File: config.mk
export PLATFORM = sky130hd
export DESIGN_NAME = fft_out_reorder
export DESIGN_NICKNAME = d
export VERILOG_FILES = /design/src/rtl/fft_out_reorder.sv
export SDC_FILE = /design/constraint.sdc
export NUM_CORES = 1
export LEC_CHECK = 0
export CAP_MARGIN = 15
export CORE_MARGIN = 10
export CORE_UTILIZATION = 50
export CTS_CLUSTER_SIZE = 30
export DETAILED_ROUTE_END_ITERATION = 8
export HOLD_SLACK_MARGIN = 0.1
export PLACE_DENSITY = 0.69
export SYNTH_ARGS = -nofsm -noshare
export SYNTH_HDL_FRONTEND = slang
export SYNTH_SLANG_ARGS = --single-unit
File: constraint.sdc
create_clock -name clk -period 5 [get_ports clk]
set_clock_uncertainty 0.15 [all_clocks]
set_input_delay 1 -clock clk [delete_from_list [all_inputs] [get_ports clk]]
set_output_delay 1 -clock clk [all_outputs]
set_load 0.01 [all_outputs]
File: src/rtl/fft_out_reorder.sv
// fft_out_reorder: natural-order reorder buffer behind a radix-2 MDC FFT.
//
// The FFT delivers each frame as N/2 pairs in bit-reversed order. Pair c carries
// X[bitrev(c)] on the upper stream and X[N/2 + bitrev(c)] on the lower stream. This
// block writes each pair into a two-page ping-pong RAM at bitrev(c). It then reads a
// full page linearly, so each frame comes out as pairs {X[k], X[k+N/2]}, k = 0..N/2-1.
//
// Ports:
//   clk, rst_n          clock; synchronous active-low reset
//   in_valid, in_sof    input pair strobe; first pair of a frame (qualified by in_valid)
//   in_up_re/im         upper FFT output
//   in_dn_re/im         lower FFT output
//   out_valid, out_sof  output pair strobe; high with out_valid on k = 0
//   out_idx             bin index k
//   out_lo_re/im        X[k]
//   out_hi_re/im        X[k+N/2]
//   frame_err           (FFT_OUT_REORDER_ERR_EN only) one-cycle pulse when a frame is
//                       aborted by an early in_sof, or dropped because its page is full
//
// Optional feature macro: FFT_OUT_REORDER_ERR_EN.
module fft_out_reorder #(
    parameter int unsigned DW    = 9,
    parameter int unsigned LOG2N = 5
) (
    input  logic                    clk,
    input  logic                    rst_n,
    input  logic                    in_valid,
    input  logic                    in_sof,
    input  logic signed [DW-1:0]    in_up_re,
    input  logic signed [DW-1:0]    in_up_im,
    input  logic signed [DW-1:0]    in_dn_re,
    input  logic signed [DW-1:0]    in_dn_im,
`ifdef FFT_OUT_REORDER_ERR_EN
    output logic                    frame_err,
`endif
    output logic                    out_valid,
    output logic                    out_sof,
    output logic [LOG2N-2:0]        out_idx,
    output logic signed [DW-1:0]    out_lo_re,
    output logic signed [DW-1:0]    out_lo_im,
    output logic signed [DW-1:0]    out_hi_re,
    output logic signed [DW-1:0]    out_hi_im
);

    localparam int unsigned AW   = LOG2N - 1;
    localparam int unsigned HALF = 1 << AW;
    localparam int unsigned SW   = 2 * DW;

    typedef enum logic {StIdle, StRead} state_e;

    function automatic logic [AW-1:0] bitrev(input logic [AW-1:0] a);
        logic [AW-1:0] r;
        for (int i = 0; i < int'(AW); i++) begin
            r[i] = a[AW-1-i];
        end
        return r;
    endfunction

    // Banks are addressed {page, bin}; LO holds X[0..N/2-1], HI holds X[N/2..N-1].
    logic [SW-1:0] lo_mem [0:2*HALF-1];
    logic [SW-1:0] hi_mem [0:2*HALF-1];

    // Write side
    logic [AW-1:0] wr_cnt_q, wr_cnt_d;
    logic          wr_page_q, wr_page_d;
    logic          open_q, open_d;
    logic [1:0]    full_q, full_d;

    // Read side
    state_e        state_q, state_d;
    logic          rd_page_q, rd_page_d;
    logic [AW-1:0] rd_k_q, rd_k_d;

    logic          rd_done;
    logic          page_free;
    logic          sof_acc;
    logic          drop;
    logic          wr_en;
    logic          wr_last;
    logic [AW-1:0] cur_c;
    logic [AW:0]   wr_addr;
    logic [AW:0]   rd_addr;

    assign rd_done = (state_q == StRead) && (rd_k_q == AW'(HALF - 1));
    // A page whose last bin is being read this cycle is free for a write at the same edge:
    // the read is combinational, and the first write lands at bin 0, not at the bin being read.
    assign page_free = !full_q[wr_page_q] || (rd_done && (rd_page_q == wr_page_q));
    assign sof_acc   = in_valid && in_sof;
    assign drop      = sof_acc && !page_free;
    assign cur_c     = in_sof ? '0 : wr_cnt_q;
    assign wr_en     = (sof_acc && page_free) || (in_valid && !in_sof && open_q);
    assign wr_last   = wr_en && (cur_c == AW'(HALF - 1));
    assign wr_addr   = {wr_page_q, bitrev(cur_c)};
    assign rd_addr   = {rd_page_q, rd_k_q};

    always_comb begin
        wr_cnt_d  = wr_cnt_q;
        wr_page_d = wr_page_q;
        open_d    = open_q;
        full_d    = full_q;
        if (rd_done) begin
            full_d[rd_page_q] = 1'b0;
        end
        if (drop) begin
            open_d = 1'b0;
        end else if (wr_en) begin
            if (wr_last) begin
                full_d[wr_page_q] = 1'b1;
                wr_page_d         = !wr_page_q;
                open_d            = 1'b0;
                wr_cnt_d          = '0;
            end else begin
                open_d   = 1'b1;
                wr_cnt_d = cur_c + 1'b1;
            end
        end
    end

    always_comb begin
        state_d   = state_q;
        rd_page_d = rd_page_q;
        rd_k_d    = rd_k_q;
        case (state_q)
            StIdle: begin
                if (full_q[rd_page_q]) begin
                    state_d = StRead;
                    rd_k_d  = '0;
                end
            end
            StRead: begin
                if (rd_done) begin
                    rd_page_d = !rd_page_q;
                    rd_k_d    = '0;
                    // Chain straight into the other page when it is already waiting.
                    state_d   = full_q[!rd_page_q] ? StRead : StIdle;
                end else begin
                    rd_k_d = rd_k_q + 1'b1;
                end
            end
        endcase
    end

    always_ff @(posedge clk) begin
        if (!rst_n) begin
            wr_cnt_q  <= '0;
            wr_page_q <= 1'b0;
            open_q    <= 1'b0;
            full_q    <= 2'b00;
            state_q   <= StIdle;
            rd_page_q <= 1'b0;
            rd_k_q    <= '0;
        end else begin
            wr_cnt_q  <= wr_cnt_d;
            wr_page_q <= wr_page_d;
            open_q    <= open_d;
            full_q    <= full_d;
            state_q   <= state_d;
            rd_page_q <= rd_page_d;
            rd_k_q    <= rd_k_d;
        end
    end

    always_ff @(posedge clk) begin
        if (rst_n && wr_en) begin
            lo_mem[wr_addr] <= {in_up_re, in_up_im};
            hi_mem[wr_addr] <= {in_dn_re, in_dn_im};
        end
    end

    // Output register; data and index hold while out_valid is low.
    always_ff @(posedge clk) begin
        if (!rst_n) begin
            out_valid <= 1'b0;
            out_sof   <= 1'b0;
            out_idx   <= '0;
            out_lo_re <= '0;
            out_lo_im <= '0;
            out_hi_re <= '0;
            out_hi_im <= '0;
        end else if (state_q == StRead) begin
            out_valid              <= 1'b1;
            out_sof                <= (rd_k_q == '0);
            out_idx                <= rd_k_q;
            {out_lo_re, out_lo_im} <= lo_mem[rd_addr];
            {out_hi_re, out_hi_im} <= hi_mem[rd_addr];
        end else begin
            out_valid <= 1'b0;
            out_sof   <= 1'b0;
        end
    end

`ifdef FFT_OUT_REORDER_ERR_EN
    // An open frame always has c != 0, so an accepted sof while open is an abort.
    always_ff @(posedge clk) begin
        if (!rst_n) begin
            frame_err <= 1'b0;
        end else begin
            frame_err <= (sof_acc && open_q) || drop;
        end
    end
`endif

endmodule
==> results of run 1 <==
## state kept, by name, indices dropped and copies added (netlist names)
name,count
hi_mem,576
lo_mem,576
out_hi_im,9
out_hi_re,9
out_lo_im,9
out_lo_re,9
out_idx,4
rd_k_q,4
wr_cnt_q,4
full_q,2
open_q,1
out_sof,1
out_valid,1
rd_page_q,1
state_q,1
wr_page_q,1
## layout by cell type (no fill, tap or decap), types with 4 or more instances in the layout
master           Yosys  final
a21boi_0             5      5
a21oi_1             75     75
a22oi_1             72     72
a32o_1              34     34
buf_12               0     18
buf_4               12     77
bufinv_16            0     14
clkbuf_1            73     27
clkbuf_16            0    120
clkbuf_8             0     11
clkdlybuf4s50_1      0     78
clkinv_1             1     19
clkinv_2             0     21
clkinvlp_4           0      4
dfxtp_1             56     52
edfxtp_1          1152   1152
inv_1                4      4
inv_6                0      4
mux2i_1            150    150
mux4_2             216    216
nand2_1             84     84
nor2_1              42      9
nor2_4               0     33
nor2b_1             12     10
nor3_1               4      4
o21ai_0              9      9
o221ai_1            71     71
## power groups by stage
stage          registers [uW]  logic [uW]  clock network [uW]
3_3_place_gp            11300         273                   0
3_5_place_dp            11300         289                   0
6_report                11100         298                8990
2_1_floorplan           11300        38.9                   0
4_1_cts                 11100         288                9090
5_1_grt                 11100         314                9490
## layer usage
layer  global-route usage  wire, um  share of wire  vias up
met5                    0         0              0        -
met4               0.0715      3820          0.035        0
met3               0.0295      7990          0.073      196
met2                0.360     56300           0.52     1078
met1                0.273     41100           0.38    11900
li1                     -         -              -     9444
## metrics by stage
step	setup WS, ns	hold WS (ns)
4_1_cts	1.51	0.327
5_1_grt	1.27	0.357
3_5_place_dp	0.919	0.314
3_3_place_gp	0.922	0.327
6_report	1.47	0.330
2_1_floorplan	1.05	0.340
## worst register-to-register path, delay by kind of cell (launching register included)
| family | cells | cell delay, ns |
|---|---|---|
| buf+inv | 4 | 1.39 |
| simple gates | 2 | 0.74 |
| compound gates | 2 | 0.53 |
| flops | 1 | 0.31 |
## how the worst min path moves through the flow
stage                             from            to  slack (ns)
final                     out_hi_im[3]  out_hi_im[3]        0.33
after global routing      out_hi_im[4]  out_hi_im[4]        0.36
after CTS                 out_hi_im[3]  out_hi_im[3]        0.33
after detailed placement  out_hi_im[3]  out_hi_im[3]        0.31
after global placement    out_hi_im[4]  out_hi_im[4]        0.33
after floorplan            wr_cnt_q[1]   wr_cnt_q[3]        0.34
## logic make-up (layout without fill, tap and decap cells)
family	Yosys count	count (layout)	synth area share
XOR/XNOR	2	2	0.000384
buffers and inverters	135	412	0.0147
AO/OA/AOI/OAI	277	277	0.0450
flip-flops	1208	1208	0.782
adder cells (fa/ha/maj)	3	3	0.000822
multiplexers	369	369	0.140
AND/OR/NAND/NOR	172	172	0.0170
## layout make-up
class                           count  share of cell area
Clock buffer                      156              0.0609
Inverter                            5            0.000357
Tap cell                         1176              0.0280
Timing Repair Buffer              182              0.0355
Multi-Input combinational cell    823               0.182
Clock inverter                     69              0.0144
Sequential cell                  1208               0.679
==> metrics.csv, run 1 <==
metric;value;unit
outcome;completed;
cts_tree;built;
critical_path.cell_chain;buf_4 > inv_2 > buf_4 > o21ai_0 > a21oi_1 > or3b_2 > nor2_4 > buf_4;
grt_first_pass_wirelength;160000;um
maximum_root_to_sink_buffer_count;3;
start_util;0.506;
dpl.hpwl;64700;um
critPathCapture;lo_mem[17][2];
max_stage_delay;0.62;ns
layout.cell_area.non_filler;0.0526;mm^2
critical_path.slowest_cell;or3b_2;
clkLatencyLatePin;0.68;ns
critical_path.endpoint_type;flip-flop;
grt_usage;0.209;
die-width;322;um
critical_path_startpoint;rd_page_q;
worst-path-stages;8;
leakage_dissipation;0.0159;uW
multi_input_combinational_cell_area;0.00956;mm^2
syn-num-nets;2209;
switching_share;0.195;
areaGrowthSynthToFinish;15.2;%
max_slew_headroom_at_the_worst_pin;0.244;
dr_total_vias;22600;
layout.core_utilization;0.583;
dominant_delay_contributor_by_cell_family_on_the_critical_path;buffers and inverters;
first_global_vias;23000;
final_antenna_violating_net_count;0;
h-tree-depth;3;
placedInstanceArea;0.0485;mm^2
netlist.area_leader.share;0.757;
initial_antenna_violation_count;0;
critPathMostFrequentCell;buf_4;
post_synth_main_area_contributors;edfxtp_1 (76%), mux4_2 (11%), mux2i_1 (3.3%);
cts_setup_buffers;0;
finish.cell_count_without_fillers;3619;
worstHoldPathType;flip-flop to flip-flop;
r2r-end;lo_mem[17][2];
filler_cells_inserted;6354;
yosys.cell_count.top_type;edfxtp_1;
synthesis.area;0.0457;mm^2
ctsRootBufferMaster;clkbuf_16;
route.final.wire_length;109000;um
design.core.area;0.0903;mm^2
critPathMaxFanout;43;
cp.required;5.16;ns
cts_hold_buffers;0;
synth.avg_cell_area;21.1;um^2
synth_common_cells;edfxtp_1 (1,152), mux4_2 (216), mux2i_1 (150);
post_route_cells_drive_above_1_share;0.225;
hold_violations;0;
number_of_port_buffers;81;
design.portCount;82;
maxSlewViolCount;0;
synth_top_area_cell;edfxtp_1;
clkTransAtPathRegs;0.06;ns
pre_antenna_drt_iters;5;
route.detailed.wl_per_inst;30.2;um
drc_violation_count_after_routing;0;
combPwrFrac;0.015;
dominantRegCellSynth;edfxtp_1;
viasPerCell;6.25;
switchingPower;3970;uW
row_count;110;
cts.sink_count;1208;
die_height;322;um
cp.arrival;3.69;ns
rsz0062_at_grt;no;
cts-resized-gates;0;
finalSetupTns;0;ns
hold-path-cell-count;1;
synth.yosys.seq_area_share;0.782;
yosys.cell_types.count;44;
cellPowerDensity;387;mW/mm^2
timing.final.crit_share;0.706;
intPower;16400;uW
synth.ff_latch_count;1208;
relative_contribution_of_sequential_cells_to_total_power;0.544;
synthesis.yosys.warnings;0;
clock_power_frac;0.441;
finalWeightedCongestion;0.856;
worst_ir_drop_vdd;0.322;mV
r2r.worst_path.cells;8;
nets;2381;
period_needed;3.53;ns
placedCellCount;3388;
reg2reg_setup_slack;1.47;ns
area_of_the_die;0.104;mm^2
ys_async_sr_fraction;0;
design_power_total;20400;uW
grt.overflow.total;0;
synth-edff-count;1152;
cp.buffers_inverters;4;
worst_pin_slew;1.13;ns
seqCellArea;0.0357;mm^2
max_cap_viol_count;0;
crit_type;flip-flop to flip-flop;
reg2reg_from;rd_page_q;
crit_path_start_kind;flip-flop;
max_freq;283;MHz
setup_viol;0;
cts_made_buffers;118;
drt_iter0_markers;2818;
post_synthesis_instance_total;2166;
ant_cells;0;
pin_count_of_the_biggest_net_entering_global_routing;115;
Note: power is estimated with default switching activity, not from simulation.
==> run 2, diff against run 1 <==
- PLACE_DENSITY: 0.69 -> 0.72
- clock period: 5 -> 2.95 ns (I/O delays scaled with it)
==> metrics.csv, run 2 (synthesis gave the netlist of run 1 again) <==
metric;value;unit
grt.overflow.total;0;
max_cap_viol_count;0;
dr_total_vias;23300;
grt_first_pass_wirelength;164000;um
number_of_port_buffers;81;
worstHoldPathType;flip-flop to flip-flop;
switchingPower;6680;uW
period_needed;2.79;ns
intPower;27200;uW
die_height;322;um
worst_ir_drop_vdd;0.520;mV
design.portCount;82;
timing.final.crit_share;0.947;
cp.arrival;3.25;ns
whs;0.323;ns
cts_setup_buffers;0;
maxSlewViolCount;0;
crit_path_start_kind;flip-flop;
cts-resized-gates;0;
cts.sink_count;1208;
clock_power_frac;0.431;
route.detailed.wl_per_inst;30.0;um
start_util;0.506;
final_antenna_violating_net_count;0;
design.core.area;0.0903;mm^2
layout_top_registers;hi_mem (576), lo_mem (576);
placedInstanceArea;0.0499;mm^2
wl_met1;42600;um
clkTransAtPathRegs;0.06;ns
layout.cell_area.non_filler;0.0537;mm^2
critPathMaxFanout;26;
first_global_vias;23700;
hold_violations;0;
dpl.hpwl;69600;um
cellPowerDensity;631;mW/mm^2
clkLatencyLatePin;0.71;ns
worst_pin_slew;0.577;ns
initial_antenna_violation_count;0;
relative_contribution_of_sequential_cells_to_total_power;0.554;
area_of_the_die;0.104;mm^2
drc_violation_count_after_routing;0;
grt_usage;0.215;
cts_hold_buffers;0;
viasPerCell;6.26;
areaGrowthSynthToFinish;17.6;%
reg2reg_setup_slack;0.16;ns
crit_type;flip-flop to flip-flop;
pin_count_of_the_biggest_net_entering_global_routing;60;
layout.cells.most_common;edfxtp_1;
mostFrequentLayoutCells;edfxtp_1 (1,152), mux4_2 (216), buf_4 (164);
maximum_root_to_sink_buffer_count;3;
met3WireLength;10200;um
combPwrFrac;0.015;
leakage_dissipation;0.0165;uW
drt_iter0_markers;2790;
routed_met2_length;56800;um
nets;2497;
max_freq;358;MHz
max_slew_headroom_at_the_worst_pin;0.616;
switching_share;0.197;
ctsRootBufferMaster;clkbuf_16;
cts_made_buffers;115;
cp.required;3.41;ns
h-tree-depth;3;
pre_antenna_drt_iters;5;
post_route_cells_drive_above_1_share;0.253;
die-width;322;um
rsz0062_at_grt;no;
row_count;110;
route.final.wire_length;112000;um
cts_tree;built;
setup_viol;0;
critical_path.endpoint_type;flip-flop;
outcome;completed;
route.top_layer_used;met4;
finalWeightedCongestion;0.878;
[run 2: changes by cell type in the layout (fill, tap and decap cells not counted), moves of 3 or more]
cell             previous run  this run
buf_12                     18        56
clkinv_16                   0         3
clkinv_1                   19        26
bufinv_16                  14        11
buf_2                       3         0
buf_4                      77       164
clkdlybuf4s50_1            78        81
clkbuf_1                   27        31
clkbuf_16                 120       115
clkbuf_8                   11         5
clkinv_2                   21        17
[run 2: path summary, 6_finish.rpt]
check	depth (start not counted)	to	start
max	7	out_hi_re[0]	rd_k_q[0]
min	1	out_hi_re[4]	out_hi_re[4]
max reg2reg	7	out_hi_re[0]	rd_k_q[0]
min reg2reg	1	out_hi_re[4]	out_hi_re[4]
[run 2: final cells by class]
type | instances | area (um^2)
clock inverters | 66 | 701
repair buffers | 301 | 3160
multi-input cells | 823 | 9560
well taps | 1176 | 1470
inverters | 5 | 18.8
diodes | 1 | 2.50
fillers | 6245 | 36600
flip-flops and latches | 1208 | 35700
clock buffers | 151 | 3060
[run 2: through the flow]
step | worst slack [ns] | instances | total power (uW) | TNS (ns) | util
2_1_floorplan | -0.569 | 2166 | 19200 | -175.06 | -
3_3_place_gp | -0.0435 | 3513 | 19600 | -6.00 | 0.553
3_5_place_dp | -0.0627 | 3513 | 19700 | -10.88 | 0.553
4_1_cts | 0.134 | 3730 | 34100 | 0 | 0.595
5_1_grt | 0.0673 | 3730 | 34800 | 0 | 0.595
6_report | 0.157 | 3731 | 33900 | 0 | 0.595
[run 2: critical path: stages (launching register included)]
cell and delay [ns]:
dfxtp_4 0.43, buf_12 0.25, buf_4 0.40, mux4_2 0.59
a21oi_1 0.27, buf_4 0.18, nand2_1 0.10, a32o_1 0.28
[run 2: per-layer routing]
metal | global-route usage | vias to the layer above
li1 | - | 9673
met1 | 0.291 | 12300
met2 | 0.361 | 1253
met3 | 0.0365 | 147
met4 | 0.0531 | 0
met5 | 0 | -
[run 2: power by group through the flow]
stage	sequential, uW	clock, uW	combinational (uW)
4_1_cts	18800	14800	506
3_5_place_dp	19100	0	505
3_3_place_gp	19100	0	479
2_1_floorplan	19200	0	66.0
5_1_grt	18800	15500	534
6_report	18800	14600	508
==> RTL change: new RTL, settings of run 2 <==
The parameter `LOG2N` goes from 5 to 4.
--- a/src/rtl/fft_out_reorder.sv
+++ b/src/rtl/fft_out_reorder.sv
@@ -20,7 +20,7 @@
 // Optional feature macro: FFT_OUT_REORDER_ERR_EN.
 module fft_out_reorder #(
     parameter int unsigned DW    = 9,
-    parameter int unsigned LOG2N = 5
+    parameter int unsigned LOG2N = 4
 ) (
     input  logic                    clk,
     input  logic                    rst_n,
Ports: changed (resized out_idx); port bits go from 82 to 81. The function was not compared with the original's and may differ.
==> RTL change against run 2 <==
- fmax is 3.5% higher
- design area is 48% lower
- worst setup slack better by 0.094 ns
- sequential power is 48% lower
- area after synthesis is 47% lower
- wire length is 50% lower
- non-clock buffer count is 169 lower
- count of clock-buffer cells in the layout is 76 lower
- power is 49% lower
- utilization is 0.48 points lower
- sequential cell count is 579 lower
- via count is 45% lower
- critical path type unchanged
==> RTL change: results (changes against run 2) <==
sw frac=0.1965 (-0.0006276); R2R Path End=hi_mem[12][15]; GR Util met2=0.3353 (-0.02619); reg2reg path depth=7 (unchanged); Clock Latency Late Sink=0.62 ns (-0.09 ns); Max IR drop VDD=513.0 uV (-1.3%); sequential share of the synthesized area=0.7643 (-0.01762); critical path's slowest cell=or4_4; syn nets=1496 (-32%); largest net degree at the start of global routing=125 (+110%); initial antenna violation count=0 (unchanged); top cell family by delay on the critical path=simple AND/OR/NAND/NOR gates; hold_sp=out_lo_im[1]; Final nets=1613 (-35%); R2R Setup Slk=0.25 ns (+0.09 ns); first-pass GRT wire length=83.21 mm (-49%); Vias=12930 (-45%); top cells by count, synth=576 x edfxtp_1, 292 x mux2i_1, 113 x nand2_1, 113 x nand3_1, 77 x a21oi_1; DR WL/cell=24.88 microns (-17%); number of synthesized flops with an enable pin=576 (-50%); share of layout cells above drive strength 1=0.1026 (-0.1507); Most used DFF post-synth=edfxtp_1; DR iter-0 viols=1287 (-54%); post-synthesis mux area share=0.1223 (-0.01780); hold path depth=2 (+1); Worst path max stage delay=0.61 ns (+0.02 ns); Total Routing Usage GR=0.1934 (-0.02152); actual slew at the worst max-slew pin=1.083 ns (+0.5061 ns); CTS H-tree lvls=2 (-1); top flop regs=hi_mem x288, lo_mem x288; pre-CTS WS=0.02212 ns (+0.08480 ns); LEAKAGE=0.008683 uW (-47%); outcome=completed; crit-path max FO=19 (-27%); adder-cell share of the synthesized area=0.002605 (+0.001783); Synth Area in Compound Gates=0.04308 (-0.001927); WL met3=3.362 mm (-67%); met3 usage=0.03092 (-0.005588); Port-buffer cells=80 (-1.2%); M1 GR Usage=0.2412 (-0.05014); Post-Route M1 WL=22.00 mm (-48%); met2 wire length=28.47 mm (-50%); fill count=3520 (-44%); DP HPWL=32.82 mm (-53%); XOR/XNOR share of the synthesized area=0.0007293 (+0.0003458); Final Wtd Congestion=0.8100 (-7.8%); Synth cell types=32 (-27%); Area contributors post-synth=edfxtp_1 72%, mux2i_1 12%, dfxtp_1 4.4%; antenna cell count=0 (-1); Min-Delay Endpoint=out_lo_im[1]; cts bufs inserted=60 (-48%)
-- RTL change: cell count changes in the layout (fill, tap and decap cells not counted), moves of 12 or more --
cell / delta
edfxtp_1: -576
mux4_2: -216
buf_4: -145
mux2i_1: +142
nand3_1: +109
o221ai_1: -71
clkbuf_16: -54
a32o_1: -34
nand2_1: +29
buf_12: -23
nor2_4: -23
clkbuf_1: -20
clkinv_1: -12
-- RTL change: area by class of cell --
| cell class | instances | area share |
|---|---|---|
| Clock buffer | 75 | 0.05724 |
| Sequential cell | 629 | 0.6532 |
| Multi-Input combinational cell | 739 | 0.1952 |
| Timing Repair Buffer | 132 | 0.05706 |
| Tap cell | 615 | 0.02737 |
| Clock inverter | 37 | 0.009080 |
| Inverter | 6 | 0.0008012 |
-- RTL change: metrics by stage --
| stage | instance area (sq um) | instances | hold WS [ns] |
|---|---|---|---|
| 6_report | 28110 | 2233 | 0.3050 |
| 5_1_grt | 28110 | 2233 | 0.3196 |
| 4_1_cts | 28110 | 2233 | 0.3078 |
| 3_5_place_dp | 26250 | 2121 | 0.2939 |
| 3_3_place_gp | 26250 | 2121 | 0.2874 |
| 2_1_floorplan | 24140 | 1451 | 0.3000 |
-- RTL change: worst max-delay path by stage --
stage,endpoint,slack (ns),cells past startpoint
after floorplan,hi_mem[4][0],-0.58,6
after global placement,hi_mem[0][13],0.07,6
after detailed placement,lo_mem[0][0],0.02,6
after CTS,hi_mem[12][17],0.22,7
after global routing,lo_mem[0][0],0.10,8
final,hi_mem[12][15],0.25,7
-- RTL change: power by group through the flow --
stage | clock (uW) | sequential [uW] | combinational, uW
2_1_floorplan | 0 | 9940 | 59.2
3_3_place_gp | 0 | 9940 | 288
3_5_place_dp | 0 | 9950 | 300
4_1_cts | 7400 | 9760 | 300
5_1_grt | 7800 | 9750 | 315
6_report | 7290 | 9760 | 296
